<file path="src/rtl/axi_mst_arbiter_pkg.sv">
// Shared types and AXI constants for the IFU/LSU AXI master arbiter.
package axi_mst_arbiter_pkg;

    typedef enum logic [2:0] {
        ST_IDLE    = 3'd0,
        ST_RD_AR   = 3'd1,
        ST_RD_R    = 3'd2,
        ST_WR_AW_W = 3'd3,
        ST_WR_B    = 3'd4
    } arb_state_e;

    localparam int ID_W = 4;

    localparam logic [1:0]      AXI_BURST_INCR  = 2'b01;
    localparam logic [1:0]      AXI_RESP_OKAY   = 2'b00;
    localparam logic [1:0]      AXI_RESP_SLVERR = 2'b10;
    localparam logic [ID_W-1:0] AXI_ID_IFU      = 4'd0;
    localparam logic [ID_W-1:0] AXI_ID_LSU      = 4'd1;
    localparam logic [2:0]      AXI_SIZE_WORD   = 3'b010;

    // Bits needed to hold a counter value of 0..limit.
    function automatic int cnt_width(input int limit);
        int w;
        w = 1;
        while ((1 << w) <= limit) w++;
        return w;
    endfunction

endpackage

</file>
<file path="src/rtl/axi_mst_arbiter_if.sv">
// Bundle of requester-side (IFU/LSU) and AXI4 master-side signals around the arbiter.
interface axi_mst_arbiter_if #(
    parameter int ADDR_W = 32,
    parameter int DATA_W = 32
);
    import axi_mst_arbiter_pkg::*;
    localparam int STRB_W = DATA_W / 8;

    logic              ifu_ar_valid, ifu_ar_ready;
    logic [ADDR_W-1:0] ifu_ar_addr;
    logic              ifu_r_valid, ifu_r_ready;
    logic [DATA_W-1:0] ifu_r_data;
    logic [1:0]        ifu_r_resp;

    logic              lsu_ar_valid, lsu_ar_ready;
    logic [ADDR_W-1:0] lsu_ar_addr;
    logic [2:0]        lsu_ar_size;
    logic              lsu_r_valid, lsu_r_ready;
    logic [DATA_W-1:0] lsu_r_data;
    logic [1:0]        lsu_r_resp;
    logic              lsu_aw_valid, lsu_aw_ready;
    logic [ADDR_W-1:0] lsu_aw_addr;
    logic [2:0]        lsu_aw_size;
    logic              lsu_w_valid, lsu_w_ready;
    logic [DATA_W-1:0] lsu_w_data;
    logic [STRB_W-1:0] lsu_w_strb;
    logic              lsu_b_valid, lsu_b_ready;
    logic [1:0]        lsu_b_resp;

    logic              mst_arvalid, mst_arready;
    logic [ADDR_W-1:0] mst_araddr;
    logic [ID_W-1:0]   mst_arid;
    logic [7:0]        mst_arlen;
    logic [2:0]        mst_arsize;
    logic [1:0]        mst_arburst;
    logic              mst_rvalid, mst_rready, mst_rlast;
    logic [DATA_W-1:0] mst_rdata;
    logic [1:0]        mst_rresp;
    logic [ID_W-1:0]   mst_rid;
    logic              mst_awvalid, mst_awready;
    logic [ADDR_W-1:0] mst_awaddr;
    logic [ID_W-1:0]   mst_awid;
    logic [7:0]        mst_awlen;
    logic [2:0]        mst_awsize;
    logic [1:0]        mst_awburst;
    logic              mst_wvalid, mst_wready, mst_wlast;
    logic [DATA_W-1:0] mst_wdata;
    logic [STRB_W-1:0] mst_wstrb;
    logic              mst_bvalid, mst_bready;
    logic [1:0]        mst_bresp;
    logic [ID_W-1:0]   mst_bid;

    logic              dbg_rid_err;

    // Arbiter view: it is the AXI master and the responder to IFU/LSU.
    modport master (
        input  ifu_ar_valid, ifu_ar_addr, ifu_r_ready,
        output ifu_ar_ready, ifu_r_valid, ifu_r_data, ifu_r_resp,
        input  lsu_ar_valid, lsu_ar_addr, lsu_ar_size, lsu_r_ready,
        input  lsu_aw_valid, lsu_aw_addr, lsu_aw_size,
        input  lsu_w_valid, lsu_w_data, lsu_w_strb, lsu_b_ready,
        output lsu_ar_ready, lsu_r_valid, lsu_r_data, lsu_r_resp,
        output lsu_aw_ready, lsu_w_ready, lsu_b_valid, lsu_b_resp,
        output mst_arvalid, mst_araddr, mst_arid, mst_arlen, mst_arsize, mst_arburst,
        input  mst_arready,
        input  mst_rvalid, mst_rdata, mst_rresp, mst_rlast, mst_rid,
        output mst_rready,
        output mst_awvalid, mst_awaddr, mst_awid, mst_awlen, mst_awsize, mst_awburst,
        input  mst_awready,
        output mst_wvalid, mst_wdata, mst_wstrb, mst_wlast,
        input  mst_wready,
        input  mst_bvalid, mst_bresp, mst_bid,
        output mst_bready,
        output dbg_rid_err
    );

    // Environment view: requesters plus the downstream AXI slave.
    modport slave (
        output ifu_ar_valid, ifu_ar_addr, ifu_r_ready,
        input  ifu_ar_ready, ifu_r_valid, ifu_r_data, ifu_r_resp,
        output lsu_ar_valid, lsu_ar_addr, lsu_ar_size, lsu_r_ready,
        output lsu_aw_valid, lsu_aw_addr, lsu_aw_size,
        output lsu_w_valid, lsu_w_data, lsu_w_strb, lsu_b_ready,
        input  lsu_ar_ready, lsu_r_valid, lsu_r_data, lsu_r_resp,
        input  lsu_aw_ready, lsu_w_ready, lsu_b_valid, lsu_b_resp,
        input  mst_arvalid, mst_araddr, mst_arid, mst_arlen, mst_arsize, mst_arburst,
        output mst_arready,
        output mst_rvalid, mst_rdata, mst_rresp, mst_rlast, mst_rid,
        input  mst_rready,
        input  mst_awvalid, mst_awaddr, mst_awid, mst_awlen, mst_awsize, mst_awburst,
        output mst_awready,
        input  mst_wvalid, mst_wdata, mst_wstrb, mst_wlast,
        output mst_wready,
        output mst_bvalid, mst_bresp, mst_bid,
        input  mst_bready,
        input  dbg_rid_err
    );

endinterface

</file>
<file path="src/rtl/axi_mst_arbiter_rr_arb2.sv">
// Two-requester round-robin picker; pointer moves to the losing side after each grant.
module rr_arb2 (
    input  logic       clk_i,
    input  logic       rst_i,
    input  logic [1:0] i_req,
    input  logic       i_advance,
    output logic [1:0] o_grant
);
    logic r_ptr;

    // A requester wins when alone, or on a tie when the pointer favours it.
    for (genvar gi = 0; gi < 2; gi++) begin : g_grant
        assign o_grant[gi] = i_req[gi] & (~i_req[1-gi] | (r_ptr == 1'(gi)));
    end

    always_ff @(posedge clk_i) begin
        if (!rst_i) begin
            r_ptr <= 1'b0;
        end else if (i_advance) begin
            r_ptr <= o_grant[0];
        end
    end

endmodule

</file>
<file path="src/rtl/axi_mst_arbiter.sv">
// Shares one single-beat AXI4 master port between IFU fetch and LSU load/store.
// Optional response watchdog: define YSYX_23060251_ARB_TIMEOUT_EN.
module axi_mst_arbiter
    import axi_mst_arbiter_pkg::*;
#(
    parameter int ADDR_W         = 32,
    parameter int DATA_W         = 32,
    parameter int TIMEOUT_CYCLES = 255
) (
    input  logic              clk_i,
    input  logic              rst_i,
    axi_mst_arbiter_if.master io_bus
);
    localparam int STRB_W = DATA_W / 8;

    arb_state_e        r_state, w_state_next;
    logic              r_gnt_lsu;
    logic [ADDR_W-1:0] r_addr;
    logic [2:0]        r_size;
    logic [DATA_W-1:0] r_wdata;
    logic [STRB_W-1:0] r_wstrb;
    logic              r_arvalid, r_awvalid, r_wvalid, r_rid_err;

    logic       w_lsu_wr, w_lsu_req, w_can_grant, w_accept;
    logic [1:0] w_req, w_grant;
    logic       w_rsp_ready, w_timeout, w_drain, w_id_bad;
    logic [ID_W-1:0] w_exp_id;

    assign w_lsu_wr    = io_bus.lsu_aw_valid & io_bus.lsu_w_valid;
    assign w_lsu_req   = w_lsu_wr | io_bus.lsu_ar_valid;
    assign w_can_grant = (r_state == ST_IDLE) & ~w_drain & rst_i;
    assign w_req       = {w_lsu_req, io_bus.ifu_ar_valid} & {2{w_can_grant}};
    assign w_accept    = |w_grant;
    assign w_rsp_ready = r_gnt_lsu ? io_bus.lsu_r_ready : io_bus.ifu_r_ready;
    assign w_exp_id    = r_gnt_lsu ? AXI_ID_LSU : AXI_ID_IFU;

    rr_arb2 u_rr (
        .clk_i     (clk_i),
        .rst_i     (rst_i),
        .i_req     (w_req),
        .i_advance (w_accept),
        .o_grant   (w_grant)
    );

`ifdef YSYX_23060251_ARB_TIMEOUT_EN
    localparam int CNT_W = cnt_width(TIMEOUT_CYCLES);
    logic [CNT_W-1:0] r_to_cnt;
    logic             r_drain;

    assign w_timeout = ((r_state == ST_RD_R) || (r_state == ST_WR_B)) &&
                       (r_to_cnt == CNT_W'(TIMEOUT_CYCLES));
    assign w_drain   = r_drain;

    // Drain swallows the late response of an abandoned transaction before any new grant.
    always_ff @(posedge clk_i) begin
        if (!rst_i) begin
            r_to_cnt <= '0;
            r_drain  <= 1'b0;
        end else begin
            if (w_state_next == ST_IDLE) begin
                r_to_cnt <= '0;
            end else if (((r_state == ST_RD_R) || (r_state == ST_WR_B)) && !w_timeout) begin
                r_to_cnt <= r_to_cnt + 1'b1;
            end
            if (w_timeout && (w_state_next == ST_IDLE)) begin
                r_drain <= 1'b1;
            end else if (r_drain && (io_bus.mst_rvalid || io_bus.mst_bvalid)) begin
                r_drain <= 1'b0;
            end
        end
    end
`else
    assign w_timeout = 1'b0;
    assign w_drain   = 1'b0;
`endif

    always_ff @(posedge clk_i) begin
        if (!rst_i) begin
            r_state <= ST_IDLE;
        end else begin
            r_state <= w_state_next;
        end
    end

    always_comb begin
        w_state_next         = r_state;
        io_bus.ifu_ar_ready  = 1'b0;
        io_bus.lsu_ar_ready  = 1'b0;
        io_bus.lsu_aw_ready  = 1'b0;
        io_bus.lsu_w_ready   = 1'b0;
        io_bus.ifu_r_valid   = 1'b0;
        io_bus.ifu_r_data    = io_bus.mst_rdata;
        io_bus.ifu_r_resp    = io_bus.mst_rresp;
        io_bus.lsu_r_valid   = 1'b0;
        io_bus.lsu_r_data    = io_bus.mst_rdata;
        io_bus.lsu_r_resp    = io_bus.mst_rresp;
        io_bus.lsu_b_valid   = 1'b0;
        io_bus.lsu_b_resp    = io_bus.mst_bresp;
        io_bus.mst_rready    = 1'b0;
        io_bus.mst_bready    = 1'b0;
        unique case (r_state)
            ST_IDLE: begin
                if (w_drain) begin
                    io_bus.mst_rready = 1'b1;
                    io_bus.mst_bready = 1'b1;
                end else if (w_grant[0]) begin
                    io_bus.ifu_ar_ready = 1'b1;
                    w_state_next        = ST_RD_AR;
                end else if (w_grant[1]) begin
                    if (w_lsu_wr) begin
                        io_bus.lsu_aw_ready = 1'b1;
                        io_bus.lsu_w_ready  = 1'b1;
                        w_state_next        = ST_WR_AW_W;
                    end else begin
                        io_bus.lsu_ar_ready = 1'b1;
                        w_state_next        = ST_RD_AR;
                    end
                end
            end
            ST_RD_AR: begin
                if (io_bus.mst_arready) w_state_next = ST_RD_R;
            end
            ST_RD_R: begin
                if (w_timeout) begin
                    io_bus.ifu_r_valid = ~r_gnt_lsu;
                    io_bus.lsu_r_valid = r_gnt_lsu;
                    io_bus.ifu_r_data  = '0;
                    io_bus.lsu_r_data  = '0;
                    io_bus.ifu_r_resp  = AXI_RESP_SLVERR;
                    io_bus.lsu_r_resp  = AXI_RESP_SLVERR;
                    if (w_rsp_ready) w_state_next = ST_IDLE;
                end else begin
                    io_bus.mst_rready  = w_rsp_ready;
                    io_bus.ifu_r_valid = io_bus.mst_rvalid & ~r_gnt_lsu;
                    io_bus.lsu_r_valid = io_bus.mst_rvalid & r_gnt_lsu;
                    if (io_bus.mst_rvalid && w_rsp_ready && io_bus.mst_rlast) begin
                        w_state_next = ST_IDLE;
                    end
                end
            end
            ST_WR_AW_W: begin
                if ((!r_awvalid || io_bus.mst_awready) && (!r_wvalid || io_bus.mst_wready)) begin
                    w_state_next = ST_WR_B;
                end
            end
            ST_WR_B: begin
                if (w_timeout) begin
                    io_bus.lsu_b_valid = 1'b1;
                    io_bus.lsu_b_resp  = AXI_RESP_SLVERR;
                    if (io_bus.lsu_b_ready) w_state_next = ST_IDLE;
                end else begin
                    io_bus.mst_bready  = io_bus.lsu_b_ready;
                    io_bus.lsu_b_valid = io_bus.mst_bvalid;
                    if (io_bus.mst_bvalid && io_bus.lsu_b_ready) w_state_next = ST_IDLE;
                end
            end
            default: w_state_next = ST_IDLE;
        endcase
    end

    // A response carrying the wrong ID is still delivered; only the sticky flag records it.
    assign w_id_bad = !w_timeout &&
                      (((r_state == ST_RD_R) && io_bus.mst_rvalid && w_rsp_ready &&
                        (io_bus.mst_rid != w_exp_id)) ||
                       ((r_state == ST_WR_B) && io_bus.mst_bvalid && io_bus.lsu_b_ready &&
                        (io_bus.mst_bid != AXI_ID_LSU)));

    always_ff @(posedge clk_i) begin
        if (!rst_i) begin
            r_gnt_lsu <= 1'b0;
            r_addr    <= '0;
            r_size    <= '0;
            r_wdata   <= '0;
            r_wstrb   <= '0;
            r_arvalid <= 1'b0;
            r_awvalid <= 1'b0;
            r_wvalid  <= 1'b0;
            r_rid_err <= 1'b0;
        end else begin
            if (w_accept) begin
                if (w_grant[0]) begin
                    r_gnt_lsu <= 1'b0;
                    r_addr    <= io_bus.ifu_ar_addr;
                    r_size    <= AXI_SIZE_WORD;
                    r_arvalid <= 1'b1;
                end else if (w_lsu_wr) begin
                    r_gnt_lsu <= 1'b1;
                    r_addr    <= io_bus.lsu_aw_addr;
                    r_size    <= io_bus.lsu_aw_size;
                    r_wdata   <= io_bus.lsu_w_data;
                    r_wstrb   <= io_bus.lsu_w_strb;
                    r_awvalid <= 1'b1;
                    r_wvalid  <= 1'b1;
                end else begin
                    r_gnt_lsu <= 1'b1;
                    r_addr    <= io_bus.lsu_ar_addr;
                    r_size    <= io_bus.lsu_ar_size;
                    r_arvalid <= 1'b1;
                end
            end
            if (r_arvalid && io_bus.mst_arready) r_arvalid <= 1'b0;
            if (r_awvalid && io_bus.mst_awready) r_awvalid <= 1'b0;
            if (r_wvalid && io_bus.mst_wready)   r_wvalid  <= 1'b0;
            if (w_id_bad) r_rid_err <= 1'b1;
        end
    end

    assign io_bus.mst_arvalid = r_arvalid;
    assign io_bus.mst_araddr  = r_addr;
    assign io_bus.mst_arid    = w_exp_id;
    assign io_bus.mst_arlen   = 8'd0;
    assign io_bus.mst_arsize  = r_size;
    assign io_bus.mst_arburst = AXI_BURST_INCR;
    assign io_bus.mst_awvalid = r_awvalid;
    assign io_bus.mst_awaddr  = r_addr;
    assign io_bus.mst_awid    = AXI_ID_LSU;
    assign io_bus.mst_awlen   = 8'd0;
    assign io_bus.mst_awsize  = r_size;
    assign io_bus.mst_awburst = AXI_BURST_INCR;
    assign io_bus.mst_wvalid  = r_wvalid;
    assign io_bus.mst_wdata   = r_wdata;
    assign io_bus.mst_wstrb   = r_wstrb;
    assign io_bus.mst_wlast   = 1'b1;
    assign io_bus.dbg_rid_err = r_rid_err;

endmodule

</file>
<file path="src/flat_wrapper.sv">
// flat-port wrapper written by rule: the top's interface ports become plain ports
module axi_mst_arbiter_flat import axi_mst_arbiter_pkg::*;
#(
    parameter int ADDR_W         = 32,
    parameter int DATA_W         = 32,
    parameter int TIMEOUT_CYCLES = 255
)
  (clk_i, rst_i, io_bus_ifu_ar_valid, io_bus_ifu_ar_addr, io_bus_ifu_r_ready, io_bus_ifu_ar_ready, io_bus_ifu_r_valid, io_bus_ifu_r_data, io_bus_ifu_r_resp, io_bus_lsu_ar_valid, io_bus_lsu_ar_addr, io_bus_lsu_ar_size, io_bus_lsu_r_ready, io_bus_lsu_aw_valid, io_bus_lsu_aw_addr, io_bus_lsu_aw_size, io_bus_lsu_w_valid, io_bus_lsu_w_data, io_bus_lsu_w_strb, io_bus_lsu_b_ready, io_bus_lsu_ar_ready, io_bus_lsu_r_valid, io_bus_lsu_r_data, io_bus_lsu_r_resp, io_bus_lsu_aw_ready, io_bus_lsu_w_ready, io_bus_lsu_b_valid, io_bus_lsu_b_resp, io_bus_mst_arvalid, io_bus_mst_araddr, io_bus_mst_arid, io_bus_mst_arlen, io_bus_mst_arsize, io_bus_mst_arburst, io_bus_mst_arready, io_bus_mst_rvalid, io_bus_mst_rdata, io_bus_mst_rresp, io_bus_mst_rlast, io_bus_mst_rid, io_bus_mst_rready, io_bus_mst_awvalid, io_bus_mst_awaddr, io_bus_mst_awid, io_bus_mst_awlen, io_bus_mst_awsize, io_bus_mst_awburst, io_bus_mst_awready, io_bus_mst_wvalid, io_bus_mst_wdata, io_bus_mst_wstrb, io_bus_mst_wlast, io_bus_mst_wready, io_bus_mst_bvalid, io_bus_mst_bresp, io_bus_mst_bid, io_bus_mst_bready, io_bus_dbg_rid_err);
  axi_mst_arbiter_if #(.ADDR_W(ADDR_W), .DATA_W(DATA_W)) io_bus_i ();
  input  logic clk_i;
  input  logic rst_i;
  input wire logic [$bits(io_bus_i.ifu_ar_valid)-1:0] io_bus_ifu_ar_valid;
  input wire logic [$bits(io_bus_i.ifu_ar_addr)-1:0] io_bus_ifu_ar_addr;
  input wire logic [$bits(io_bus_i.ifu_r_ready)-1:0] io_bus_ifu_r_ready;
  output wire logic [$bits(io_bus_i.ifu_ar_ready)-1:0] io_bus_ifu_ar_ready;
  output wire logic [$bits(io_bus_i.ifu_r_valid)-1:0] io_bus_ifu_r_valid;
  output wire logic [$bits(io_bus_i.ifu_r_data)-1:0] io_bus_ifu_r_data;
  output wire logic [$bits(io_bus_i.ifu_r_resp)-1:0] io_bus_ifu_r_resp;
  input wire logic [$bits(io_bus_i.lsu_ar_valid)-1:0] io_bus_lsu_ar_valid;
  input wire logic [$bits(io_bus_i.lsu_ar_addr)-1:0] io_bus_lsu_ar_addr;
  input wire logic [$bits(io_bus_i.lsu_ar_size)-1:0] io_bus_lsu_ar_size;
  input wire logic [$bits(io_bus_i.lsu_r_ready)-1:0] io_bus_lsu_r_ready;
  input wire logic [$bits(io_bus_i.lsu_aw_valid)-1:0] io_bus_lsu_aw_valid;
  input wire logic [$bits(io_bus_i.lsu_aw_addr)-1:0] io_bus_lsu_aw_addr;
  input wire logic [$bits(io_bus_i.lsu_aw_size)-1:0] io_bus_lsu_aw_size;
  input wire logic [$bits(io_bus_i.lsu_w_valid)-1:0] io_bus_lsu_w_valid;
  input wire logic [$bits(io_bus_i.lsu_w_data)-1:0] io_bus_lsu_w_data;
  input wire logic [$bits(io_bus_i.lsu_w_strb)-1:0] io_bus_lsu_w_strb;
  input wire logic [$bits(io_bus_i.lsu_b_ready)-1:0] io_bus_lsu_b_ready;
  output wire logic [$bits(io_bus_i.lsu_ar_ready)-1:0] io_bus_lsu_ar_ready;
  output wire logic [$bits(io_bus_i.lsu_r_valid)-1:0] io_bus_lsu_r_valid;
  output wire logic [$bits(io_bus_i.lsu_r_data)-1:0] io_bus_lsu_r_data;
  output wire logic [$bits(io_bus_i.lsu_r_resp)-1:0] io_bus_lsu_r_resp;
  output wire logic [$bits(io_bus_i.lsu_aw_ready)-1:0] io_bus_lsu_aw_ready;
  output wire logic [$bits(io_bus_i.lsu_w_ready)-1:0] io_bus_lsu_w_ready;
  output wire logic [$bits(io_bus_i.lsu_b_valid)-1:0] io_bus_lsu_b_valid;
  output wire logic [$bits(io_bus_i.lsu_b_resp)-1:0] io_bus_lsu_b_resp;
  output wire logic [$bits(io_bus_i.mst_arvalid)-1:0] io_bus_mst_arvalid;
  output wire logic [$bits(io_bus_i.mst_araddr)-1:0] io_bus_mst_araddr;
  output wire logic [$bits(io_bus_i.mst_arid)-1:0] io_bus_mst_arid;
  output wire logic [$bits(io_bus_i.mst_arlen)-1:0] io_bus_mst_arlen;
  output wire logic [$bits(io_bus_i.mst_arsize)-1:0] io_bus_mst_arsize;
  output wire logic [$bits(io_bus_i.mst_arburst)-1:0] io_bus_mst_arburst;
  input wire logic [$bits(io_bus_i.mst_arready)-1:0] io_bus_mst_arready;
  input wire logic [$bits(io_bus_i.mst_rvalid)-1:0] io_bus_mst_rvalid;
  input wire logic [$bits(io_bus_i.mst_rdata)-1:0] io_bus_mst_rdata;
  input wire logic [$bits(io_bus_i.mst_rresp)-1:0] io_bus_mst_rresp;
  input wire logic [$bits(io_bus_i.mst_rlast)-1:0] io_bus_mst_rlast;
  input wire logic [$bits(io_bus_i.mst_rid)-1:0] io_bus_mst_rid;
  output wire logic [$bits(io_bus_i.mst_rready)-1:0] io_bus_mst_rready;
  output wire logic [$bits(io_bus_i.mst_awvalid)-1:0] io_bus_mst_awvalid;
  output wire logic [$bits(io_bus_i.mst_awaddr)-1:0] io_bus_mst_awaddr;
  output wire logic [$bits(io_bus_i.mst_awid)-1:0] io_bus_mst_awid;
  output wire logic [$bits(io_bus_i.mst_awlen)-1:0] io_bus_mst_awlen;
  output wire logic [$bits(io_bus_i.mst_awsize)-1:0] io_bus_mst_awsize;
  output wire logic [$bits(io_bus_i.mst_awburst)-1:0] io_bus_mst_awburst;
  input wire logic [$bits(io_bus_i.mst_awready)-1:0] io_bus_mst_awready;
  output wire logic [$bits(io_bus_i.mst_wvalid)-1:0] io_bus_mst_wvalid;
  output wire logic [$bits(io_bus_i.mst_wdata)-1:0] io_bus_mst_wdata;
  output wire logic [$bits(io_bus_i.mst_wstrb)-1:0] io_bus_mst_wstrb;
  output wire logic [$bits(io_bus_i.mst_wlast)-1:0] io_bus_mst_wlast;
  input wire logic [$bits(io_bus_i.mst_wready)-1:0] io_bus_mst_wready;
  input wire logic [$bits(io_bus_i.mst_bvalid)-1:0] io_bus_mst_bvalid;
  input wire logic [$bits(io_bus_i.mst_bresp)-1:0] io_bus_mst_bresp;
  input wire logic [$bits(io_bus_i.mst_bid)-1:0] io_bus_mst_bid;
  output wire logic [$bits(io_bus_i.mst_bready)-1:0] io_bus_mst_bready;
  output wire logic [$bits(io_bus_i.dbg_rid_err)-1:0] io_bus_dbg_rid_err;
  assign io_bus_i.ifu_ar_valid = io_bus_ifu_ar_valid;
  assign io_bus_i.ifu_ar_addr = io_bus_ifu_ar_addr;
  assign io_bus_i.ifu_r_ready = io_bus_ifu_r_ready;
  assign io_bus_ifu_ar_ready = io_bus_i.ifu_ar_ready;
  assign io_bus_ifu_r_valid = io_bus_i.ifu_r_valid;
  assign io_bus_ifu_r_data = io_bus_i.ifu_r_data;
  assign io_bus_ifu_r_resp = io_bus_i.ifu_r_resp;
  assign io_bus_i.lsu_ar_valid = io_bus_lsu_ar_valid;
  assign io_bus_i.lsu_ar_addr = io_bus_lsu_ar_addr;
  assign io_bus_i.lsu_ar_size = io_bus_lsu_ar_size;
  assign io_bus_i.lsu_r_ready = io_bus_lsu_r_ready;
  assign io_bus_i.lsu_aw_valid = io_bus_lsu_aw_valid;
  assign io_bus_i.lsu_aw_addr = io_bus_lsu_aw_addr;
  assign io_bus_i.lsu_aw_size = io_bus_lsu_aw_size;
  assign io_bus_i.lsu_w_valid = io_bus_lsu_w_valid;
  assign io_bus_i.lsu_w_data = io_bus_lsu_w_data;
  assign io_bus_i.lsu_w_strb = io_bus_lsu_w_strb;
  assign io_bus_i.lsu_b_ready = io_bus_lsu_b_ready;
  assign io_bus_lsu_ar_ready = io_bus_i.lsu_ar_ready;
  assign io_bus_lsu_r_valid = io_bus_i.lsu_r_valid;
  assign io_bus_lsu_r_data = io_bus_i.lsu_r_data;
  assign io_bus_lsu_r_resp = io_bus_i.lsu_r_resp;
  assign io_bus_lsu_aw_ready = io_bus_i.lsu_aw_ready;
  assign io_bus_lsu_w_ready = io_bus_i.lsu_w_ready;
  assign io_bus_lsu_b_valid = io_bus_i.lsu_b_valid;
  assign io_bus_lsu_b_resp = io_bus_i.lsu_b_resp;
  assign io_bus_mst_arvalid = io_bus_i.mst_arvalid;
  assign io_bus_mst_araddr = io_bus_i.mst_araddr;
  assign io_bus_mst_arid = io_bus_i.mst_arid;
  assign io_bus_mst_arlen = io_bus_i.mst_arlen;
  assign io_bus_mst_arsize = io_bus_i.mst_arsize;
  assign io_bus_mst_arburst = io_bus_i.mst_arburst;
  assign io_bus_i.mst_arready = io_bus_mst_arready;
  assign io_bus_i.mst_rvalid = io_bus_mst_rvalid;
  assign io_bus_i.mst_rdata = io_bus_mst_rdata;
  assign io_bus_i.mst_rresp = io_bus_mst_rresp;
  assign io_bus_i.mst_rlast = io_bus_mst_rlast;
  assign io_bus_i.mst_rid = io_bus_mst_rid;
  assign io_bus_mst_rready = io_bus_i.mst_rready;
  assign io_bus_mst_awvalid = io_bus_i.mst_awvalid;
  assign io_bus_mst_awaddr = io_bus_i.mst_awaddr;
  assign io_bus_mst_awid = io_bus_i.mst_awid;
  assign io_bus_mst_awlen = io_bus_i.mst_awlen;
  assign io_bus_mst_awsize = io_bus_i.mst_awsize;
  assign io_bus_mst_awburst = io_bus_i.mst_awburst;
  assign io_bus_i.mst_awready = io_bus_mst_awready;
  assign io_bus_mst_wvalid = io_bus_i.mst_wvalid;
  assign io_bus_mst_wdata = io_bus_i.mst_wdata;
  assign io_bus_mst_wstrb = io_bus_i.mst_wstrb;
  assign io_bus_mst_wlast = io_bus_i.mst_wlast;
  assign io_bus_i.mst_wready = io_bus_mst_wready;
  assign io_bus_i.mst_bvalid = io_bus_mst_bvalid;
  assign io_bus_i.mst_bresp = io_bus_mst_bresp;
  assign io_bus_i.mst_bid = io_bus_mst_bid;
  assign io_bus_mst_bready = io_bus_i.mst_bready;
  assign io_bus_dbg_rid_err = io_bus_i.dbg_rid_err;
  axi_mst_arbiter #(.ADDR_W(ADDR_W), .DATA_W(DATA_W), .TIMEOUT_CYCLES(TIMEOUT_CYCLES)) u_core (.clk_i(clk_i), .rst_i(rst_i), .io_bus(io_bus_i));
endmodule
</file>
<file path="config.mk">
export PLATFORM = sky130hd
export DESIGN_NAME = axi_mst_arbiter_flat
export DESIGN_NICKNAME = d
export VERILOG_FILES = /design/src/rtl/axi_mst_arbiter_pkg.sv /design/src/rtl/axi_mst_arbiter_if.sv /design/src/rtl/axi_mst_arbiter_rr_arb2.sv /design/src/rtl/axi_mst_arbiter.sv /design/src/flat_wrapper.sv
export SDC_FILE = /design/constraint.sdc
export NUM_CORES = 1
export LEC_CHECK = 0
export ABC_AREA = 1
export BUFFER_PORTS_ARGS = -buffer_cell sky130_fd_sc_hd__buf_4
export CORE_AREA = 2 2 163 165
export DETAILED_ROUTE_END_ITERATION = 10
export DIE_AREA = 0 0 165 167
export PLACE_DENSITY = 0.49
export SLEW_MARGIN = 15
export SYNTH_ARGS = -nofsm -noshare
export SYNTH_HDL_FRONTEND = slang
export SYNTH_SLANG_ARGS = --single-unit
</file>
<file path="constraint.sdc">
create_clock -name clk_i -period 4.8 [get_ports clk_i]
set_clock_uncertainty 0.1 [all_clocks]
set_input_delay 0.24 -clock clk_i [delete_from_list [all_inputs] [get_ports clk_i]]
set_output_delay 0.24 -clock clk_i [all_outputs]
set_load 0.1 [all_outputs]
</file>
==> impl_metrics.ini <==
[sta]
hold_viol = 0
maxSlewViolCount = 0
rsz0062_at_grt = no
timing.final.crit_period_ns = 3.304
setup_tns_ns = 0
worst_pin_slew_ns = 0.9386
max_freq_ghz = 0.3027
setup_viol = 0
slew_headroom = 0.3721
final.period_utilization = 0.6883
hold_slack_ns = 0.04188

[pwr]
leakagePower_uw = 0.003304
p_clk_frac = 0.237
p_total_uw = 3379
irDropWorstVdd_v = 0.0002109
powerDensity_mw_per_mm2 = 503.3
p_comb_frac = 0.519
seq_power_share = 0.244
p_switching_uw = 1815
internal-power_uw = 1564
swShare = 0.5371

[yosys]
synth_area_leaders = dfxtp_1 (32%), buf_4 (21%), nand2_1 (14%), nor2_1 (6.4%), nand4_1 (6.0%)
synth-xor-area-share = 0.001776
yosys.area_share.simple = 0.3240
yosysMostFrequentCell = nand2_1
synth_compound_area_frac = 0.06572
synth_top_family_by_area = simple AND/OR/NAND/NOR gates
postSynthCellCount = 725
synth_adder_area_share = 0
synth-seq-cells = 80
ys.flop_type = dfxtp_1
synth.area.mux_share = 0.01827
ys_warn_count = 0
syn_avg_cell_area_um2 = 6.801
synth_top_area_share = 0.3248
syn_area_mm2 = 0.004931
ys_seq_area_frac = 0.3248
netlist-cell-type-count = 26
yosys.area.top_type = dfxtp_1
synth_edf_count = 0
synth-async-reset-ratio = 0
netlist_top_cells_count = nand2_1 (178), buf_4 (140), nor2_1 (84), dfxtp_1 (80), a21oi_1 (49)

[finish]
area_growth_pct = 36.16
num-fill-cells = 2880
nNetsFinal = 1066
drive_gt1_frac = 0.3604

[route]
routedWlPerCell_um = 15.98
via_count = 5022
dr.pass1.iters = 4
final_antenna_net_count = 0
viasPerCell = 4.150
wirelength_um = 19330
drtIter0Drc = 230
drc = 0

[cts]
cts_hold_buf = 0
cts_buffer_depth = 2
cts_buffers = 9
clkLatencyLatePin_ns = 0.34
ctsResizeCount = 0
post_cts_buffers = 0
cts.sinks = 80
cts_tree = done
clkTransAtPathRegs_ns = 0.07
h-tree-depth = 3
clockRootBuffer = clkbuf_16

[die]
dieArea_mm2 = 0.02756
start_util = 0.1914
io_pins = 415
rows = 59
core_mm2 = 0.02576
chipHeight_um = 167
die_w_um = 165

[global_route]
grt_max_degree = 52
grt_pass1_wl_um = 27950
antenna_found_initial = 1
track_usage = 0.1345
overflow = 0
grt_pass1_vias = 4700

[critical_path]
cp.required_ns = 4.46
path_max_fanout = 51
worst_ep_arrival_time_ns = 2.96
cp-start-kind = flop
rr_startpoint = u_core.r_state[0]$_SDFFE_PN0P_
r2r_cells = 7
r2r_end = u_core.io_bus.mst_araddr[3]$_SDFFE_PN0P_
rrSetupSlack_ns = 1.89
path_class = reg -> out
endpoint_kind = output port

[hold_path]
worstHoldStart = io_bus_lsu_w_data[4]
hold_path_depth = 3
min_path_type = in -> reg
holdPathEnd = u_core.io_bus.mst_wdata[4]$_SDFFE_PN0P_

[flow_run]
drv_cap = 0

[place]
hpwl_um = 14360
io_buffers = 280
gp_congestion = 0.7845

[run_status]
status = completed
-- per-stage QoR --
step,instance area [µm²],util,instances,worst slack [ns]
6_report,6714,0.2606,1210,1.496
2_1_floorplan,5029,-,751,1.784
5_1_grt,6711,0.2605,1209,1.269
3_3_place_gp,6379,0.2476,1193,1.800
4_1_cts,6711,0.2605,1209,1.465
3_5_place_dp,6379,0.2476,1193,1.766
-- sequential cells by signal, summed over array words and instances, names as in the netlist --
name and count:
u_core.io_bus.dbg_rid_err 1, u_core.io_bus.mst_araddr 32, u_core.io_bus.mst_arsize 3, u_core.io_bus.mst_arvalid 1
u_core.io_bus.mst_awvalid 1, u_core.io_bus.mst_wdata 32, u_core.io_bus.mst_wstrb 4, u_core.io_bus.mst_wvalid 1
u_core.r_gnt_lsu 1, u_core.r_state 3, u_core.u_rr.r_ptr 1
-- worst max-delay path by stage --
stage | startpoint | end | slack (ns) | depth (start not counted)
3_5_place_dp | io_bus_lsu_aw_valid | u_core.io_bus.mst_araddr[3]$_SDFFE_PN0P_ | 1.77 | 10
4_1_cts | u_core.r_state[1]$_SDFFE_PN0P_ | io_bus_ifu_ar_ready | 1.47 | 8
6_report | u_core.r_state[1]$_SDFFE_PN0P_ | io_bus_ifu_ar_ready | 1.50 | 8
5_1_grt | u_core.r_state[1]$_SDFFE_PN0P_ | io_bus_ifu_ar_ready | 1.27 | 8
3_3_place_gp | io_bus_lsu_aw_valid | u_core.io_bus.mst_araddr[2]$_SDFFE_PN0P_ | 1.80 | 10
2_1_floorplan | u_core.r_state[0]$_SDFFE_PN0P_ | io_bus_ifu_r_valid | 1.78 | 4
-- critical path, cell delays in order, from the launching register on --
cell and delay (ns):
dfxtp_1 0.36, nor2_2 0.23, nand3_2 0.12, nor2_4 0.11, buf_4 0.46, nand2_2 0.63, nand2_2 0.26, inv_2 0.15
buf_4 0.26
-- cell families (layout without fill, tap and decap cells) --
kind of cell	after synthesis	after routing
DFF	80	80
other	2	29
muxes	9	9
xor gates and xnor gates	1	1
buffers and inverters	202	325
AOI/OAI and AO/OA	64	64
and+or+nand+nor	367	367
-- power groups by stage --
stage	combinational (µW)	sequential [µW]	clock (µW)
floorplan	1270	1290	0
global placement	1760	844	0
detailed placement	1760	844	0
CTS	1770	830	842
global route	1840	837	866
finish	1760	824	801
-- metal layers --
layer / vias up / GRT usage / wire [µm]
met5: - / 0 / 0
met4: 0 / 0.05066 / 476
met3: 45 / 0.04408 / 1970
met2: 239 / 0.2301 / 9421
met1: 2263 / 0.1544 / 7465
li1: 2475 / - / -
-- cells in the final DEF, fill, tap and decap left out --
cell | Yosys | final
inv_8 | 0 | 2
conb_1 | 2 | 28
nor2_4 | 2 | 2
nor3_1 | 4 | 4
nand4_1 | 47 | 47
o21ai_0 | 12 | 12
nand3_2 | 2 | 2
diode_2 | 0 | 1
inv_2 | 4 | 5
or2_1 | 2 | 2
nor2_1 | 84 | 84
xnor2_1 | 1 | 1
inv_6 | 0 | 2
buf_4 | 140 | 285
a31oi_1 | 2 | 2
nor2_2 | 1 | 1
clkinvlp_4 | 0 | 1
clkinv_1 | 1 | 1
inv_1 | 19 | 18
bufinv_16 | 0 | 2
o22ai_1 | 1 | 1
mux2i_1 | 9 | 9
dfxtp_1 | 80 | 80
nand3_1 | 44 | 44
a21oi_1 | 49 | 49
nand2_2 | 3 | 4
nand2_1 | 178 | 177
clkbuf_16 | 0 | 9
-- layout make-up --
type / count / area [µm²] / area share
clock inverter: 7 / 107.6 / 0.01603
antenna: 1 / 2.502 / 0.0003727
clock buffer: 9 / 225.2 / 0.03354
multi-input combinational: 469 / 2128 / 0.3170
sequential: 80 / 1602 / 0.2385
timing repair buffer: 285 / 2140 / 0.3187
inverter: 24 / 90.09 / 0.01342
tap: 335 / 419.2 / 0.06243
No activity file was read; power rests on OpenSTA's default activity.
